===== src/rtl/fir_decim_fifo.sv =====
// Post-filter stage: discards pipeline-fill samples after reset, decimates the
// stream, and buffers kept samples in a first-word-fall-through FIFO.
module fir_decim_fifo #(
  parameter int DATA_W = 16,
  parameter int DECIM  = 2,
  parameter int SKIP   = 3,
  parameter int DEPTH  = 8
) (
  input  logic                       clk,
  input  logic                       rst,
  input  logic                       in_valid,
  input  logic [DATA_W-1:0]          in_data,
  output logic                       out_valid,
  input  logic                       out_ready,
  output logic [DATA_W-1:0]          out_data,
  output logic [$clog2(DEPTH):0]     level,
  output logic                       overflow,
  input  logic                       clr_ovf
);

  localparam int PTR_W = $clog2(DEPTH);
  localparam int LVL_W = PTR_W + 1;
  localparam int PH_W  = (DECIM > 1) ? $clog2(DECIM) : 1;
  localparam int SK_W  = (SKIP > 0) ? $clog2(SKIP + 1) : 1;

  localparam logic [LVL_W-1:0] LVL_FULL = LVL_W'(DEPTH);
  localparam logic [PH_W-1:0]  PH_LAST  = PH_W'(DECIM - 1);
  localparam logic [SK_W-1:0]  SK_INIT  = SK_W'(SKIP);

  logic [SK_W-1:0]   skip_r,   skip_s;
  logic [PH_W-1:0]   phase_r,  phase_s;
  logic [PTR_W-1:0]  wr_ptr_r, wr_ptr_s;
  logic [PTR_W-1:0]  rd_ptr_r, rd_ptr_s;
  logic [LVL_W-1:0]  level_r,  level_s;
  logic              valid_r,  valid_s;
  logic [DATA_W-1:0] data_r,   data_s;
  logic              ovf_r,    ovf_s;
  logic              kept_s, pop_s, push_s, drop_s, full_s;

  logic [DATA_W-1:0] mem_r [DEPTH];

  // Skip/decimation gating: decides whether the current input sample is kept.
  always_comb begin
    skip_s  = skip_r;
    phase_s = phase_r;
    kept_s  = 1'b0;
    if (in_valid) begin
      if (skip_r != '0) begin
        skip_s = skip_r - SK_W'(1);
      end else begin
        kept_s = (phase_r == '0);
        if (phase_r == PH_LAST) begin
          phase_s = '0;
        end else begin
          phase_s = phase_r + PH_W'(1);
        end
      end
    end else begin
      skip_s  = skip_r;
      phase_s = phase_r;
    end
  end

  // FIFO bookkeeping and the next registered head; the head is taken from the
  // incoming sample when it lands in the slot the read pointer will point at.
  always_comb begin
    full_s   = (level_r == LVL_FULL);
    pop_s    = valid_r && out_ready;
    push_s   = kept_s && (!full_s || pop_s);
    drop_s   = kept_s && full_s && !pop_s;
    wr_ptr_s = push_s ? (wr_ptr_r + PTR_W'(1)) : wr_ptr_r;
    rd_ptr_s = pop_s  ? (rd_ptr_r + PTR_W'(1)) : rd_ptr_r;

    case ({push_s, pop_s})
      2'b10:   level_s = level_r + LVL_W'(1);
      2'b01:   level_s = level_r - LVL_W'(1);
      default: level_s = level_r;
    endcase

    if (drop_s) begin
      ovf_s = 1'b1;
    end else if (clr_ovf) begin
      ovf_s = 1'b0;
    end else begin
      ovf_s = ovf_r;
    end

    valid_s = (level_s != '0);
    if (!valid_s) begin
      data_s = '0;
    end else if (push_s && (wr_ptr_r == rd_ptr_s)) begin
      data_s = in_data;
    end else begin
      data_s = mem_r[rd_ptr_s];
    end
  end

  // State and output registers with synchronous active-low reset.
  always_ff @(posedge clk) begin
    if (!rst) begin
      skip_r   <= SK_INIT;
      phase_r  <= '0;
      wr_ptr_r <= '0;
      rd_ptr_r <= '0;
      level_r  <= '0;
      valid_r  <= 1'b0;
      data_r   <= '0;
      ovf_r    <= 1'b0;
    end else begin
      skip_r   <= skip_s;
      phase_r  <= phase_s;
      wr_ptr_r <= wr_ptr_s;
      rd_ptr_r <= rd_ptr_s;
      level_r  <= level_s;
      valid_r  <= valid_s;
      data_r   <= data_s;
      ovf_r    <= ovf_s;
    end
  end

  // Sample storage; contents are never visible before being written.
  always_ff @(posedge clk) begin
    if (rst && push_s) begin
      mem_r[wr_ptr_r] <= in_data;
    end
  end

  assign out_valid = valid_r;
  assign out_data  = data_r;
  assign level     = level_r;
  assign overflow  = ovf_r;

endmodule


===== config.mk =====
export PLATFORM = sky130hd
export DESIGN_NAME = fir_decim_fifo
export DESIGN_NICKNAME = d
export VERILOG_FILES = /design/src/rtl/fir_decim_fifo.sv
export SDC_FILE = /design/constraint.sdc
export NUM_CORES = 1
export LEC_CHECK = 0
export ABC_AREA = 1
export CORE_ASPECT_RATIO = 0.9
export CORE_UTILIZATION = 50
export DETAILED_ROUTE_END_ITERATION = 8
export PLACE_DENSITY = 0.69
export SLEW_MARGIN = 15
export SYNTH_ARGS = -nofsm -noshare
export SYNTH_HDL_FRONTEND = slang
export SYNTH_SLANG_ARGS = --single-unit

===== constraint.sdc =====
create_clock -name clk -period 8.6 [get_ports clk]
set_clock_uncertainty 0.2 [all_clocks]
set_input_delay 1.29 -clock clk [delete_from_list [all_inputs] [get_ports clk]]
set_output_delay 1.29 -clock clk [all_outputs]
set_load 0.02 [all_outputs]

==> results.toml <==
[place]
place.gp.congestion = 0.8561
portBuffers = 42
pre_cts_ws_ns = 4.389
dp_hpwl_um = 8315

[worst_setup_path]
critPathSlowestCell = "clkdlybuf4s50_1"
worstSetupPathType = "input port to flip-flop"
crit_family = "buffers and inverters"
cp-start-kind = "input port"
required_ns = 8.68
critPathBufInv = 3
cp-startpoint = "out_ready"
arrival_ns = 3.91
cp_max_fo = 34
rr_startpoint = "rd_ptr_r[0]"
path_cells = "clkdlybuf4s50_1, nand2_4, nand2_1, o21ai_4, buf_4, inv_2, nand2_1, nand2_1, nand3b_4, o21ai_1, a21oi_1"
end_kind = "flip-flop"
crit_path_max_incr_delay_ns = 0.44
cp_common_cell = "nand2_1"

[sta]
min_period_ns = 3.827
rsz0062_at_grt = "no"
fmax_mhz = 261.3
fin_crit_sh_pct = 44.50
worst_slack_ns = 4.773
worstMarginPinSlew_ns = 0.7310
tns_ns = 0
worst_hold_slack_ns = 0.2705
drv_slew = 0
hold_violations = 0
relSlewSlack_pct = 51.27
setup_viol = 0

[die]
die_h_um = 111.8
io_pins = 43
rows = 39
die_area_mm2 = 0.01386
initial_core_util_pct = 51.98
die_w_um = 124.0
core_mm2 = 0.01288

[run_status]
outcome = "complete, no violations"

[yosys]
synth_top_cell_by_area = "edfxtp_1"
synthAdderAreaFrac_pct = 0.7474
syn-instance-count = 604
synth_area_leaders = "edfxtp_1, nand2_1, dfxtp_1"
ys_ff_latch = 159
ys_seq_area_share_pct = 66.67
syn-num-nets = 629
yosys-top-cells-count = "nand2_1, edfxtp_1, nand3_1"
synth_warnings = 0
syn-cell-area_mm2 = 0.006696
synth_compound_area_share_pct = 3.886
syn_avg_cell_area_um2 = 11.09
synth_top_family_by_area = "simple AND/OR/NAND/NOR gates"
synthMuxAreaShare_pct = 0
synth.most_common_cell = "nand2_1"
async_flop_share_pct = 0
synth_xor_area_share_pct = 0.1308
netlist.area_leader.share_pct = 57.40
yosysUniqueCellTypes = 32
synth_edf_count = 128
synth-simple-area-share_pct = 23.47
synth-main-ff-cell = "edfxtp_1"

[global_route]
gr-total-overflow = 0
grt_pass1_vias = 4350
antenna_found_initial = 0
grt_pass1_wl_um = 23150
grt_use_total_pct = 23.21
grt_max_degree = 67

[drt]
drt-total-wl_um = 14660
drt_iter0_markers = 411
ant_nets = 0
wire_per_inst_um = 17.77
viasPerCell = 5.550
drc = 0
firstDrtPassIters = 5
vias = 4579

[clock_network]
clockBufferDepth = 2
hold_buffers = 0
ctsHtreeMaxLevel = 4
cts_setup_buffers = 0
cts_buffers = 17
clk_pin_slew_ns = 0.06
cts_resized = 0
clk_latency_ns = 0.43
tritoncts = "yes"
clock_sinks = 159
cts-root-buf = "clkbuf_16"

[power]
p_total_mw = 2.255
peakVddDrop_uv = 186.1
p_per_area_mw_per_mm2 = 289.3
p_leak_nw = 2.960

[layout]
drive_gt1_share_pct = 12.25
n_antenna_cell = 0
area_growth_pct = 16.39
finish.utilization_pct = 60.50
nNetsFinal = 673

[min_path]
min_from = "phase_r"
hold_class = "flip-flop to flip-flop"

[flow_run]
drv_cap = 0
power breakdown:
part / switching, mW / leakage [nW] / internal [mW] / total [mW]
sequential: 0.0300 / 1.41 / 0.873 / 0.903
combinational: 0.396 / 1.27 / 0.224 / 0.620
clock: 0.291 / 0.280 / 0.441 / 0.732
worst min-delay path, stage by stage (launching register included):
cell and delay (ns):
dfxtp_1 0.31, nand2_1 0.06, a21oi_1 0.05
area by class of cell:
cell class,count,area [µm²]
Clock inverter,10,112.6
Tap cell,164,205.2
Sequential cell,159,4464
Clock buffer,22,464.2
Fill cell,1062,5089
Timing Repair Buffer,53,503.0
Inverter,36,141.4
Multi-Input combinational cell,381,1903
cell usage in the layout (no fill, tap or decap), types with 3 or more instances in the layout:
cell type / synthesis / routed
ha_1: 4 / 4
nand3_1: 124 / 124
clkinv_2: 1 / 5
nand2_4: 5 / 5
nor2_1: 17 / 17
clkdlybuf4s50_1: 0 / 42
edfxtp_1: 128 / 128
nand2_1: 168 / 167
a21oi_1: 12 / 12
inv_2: 5 / 5
clkbuf_16: 0 / 17
a21oi_2: 9 / 9
o21ai_1: 16 / 16
nand3_2: 5 / 5
clkbuf_1: 4 / 3
inv_1: 29 / 29
nand2_2: 6 / 7
buf_4: 12 / 11
dfxtp_1: 31 / 31
logic make-up (layout without fill, tap and decap cells):
group,count (synthesis),in the layout
flip-flops,159,159
adder cells (fa/ha/maj),4,4
buffers and inverters,64,121
AND/OR/NAND/NOR,334,334
XOR/XNOR,1,1
AO/OA/AOI/OAI,42,42
worst paths after layout:
kind / cells after the start / slack, ns / end
worst max-delay path: 11 / 4.77 / out_data[8]
worst min-delay path: 2 / 0.27 / phase_r
worst max register to register: 10 / 5.61 / out_data[8]
worst min register to register: 2 / 0.27 / phase_r
layer usage:
metal / wire length (µm) / vias up / track usage (%)
li1: - / 2176 / -
met1: 6585 / 2225 / 31.03
met2: 7070 / 157 / 36.78
met3: 777 / 21 / 5.686
met4: 227 / 0 / 8.333
met5: 0 / - / 0
stage by stage:
stage	area, µm²	std cells
3_3_place_gp	7217	793
3_5_place_dp	7217	793
4_1_cts	7794	825
6_report	7794	825
5_1_grt	7794	825
2_1_floorplan	6696	604
flip-flops by register name, summed over array words and instances, names as in the netlist:
signal and count:
rd_ptr_r 3, out_data 16, out_valid 1, overflow 1, level 4, mem_r 128, phase_r 1, wr_ptr_r 3
skip_r 2
No activity file was read; power rests on OpenSTA's default activity.
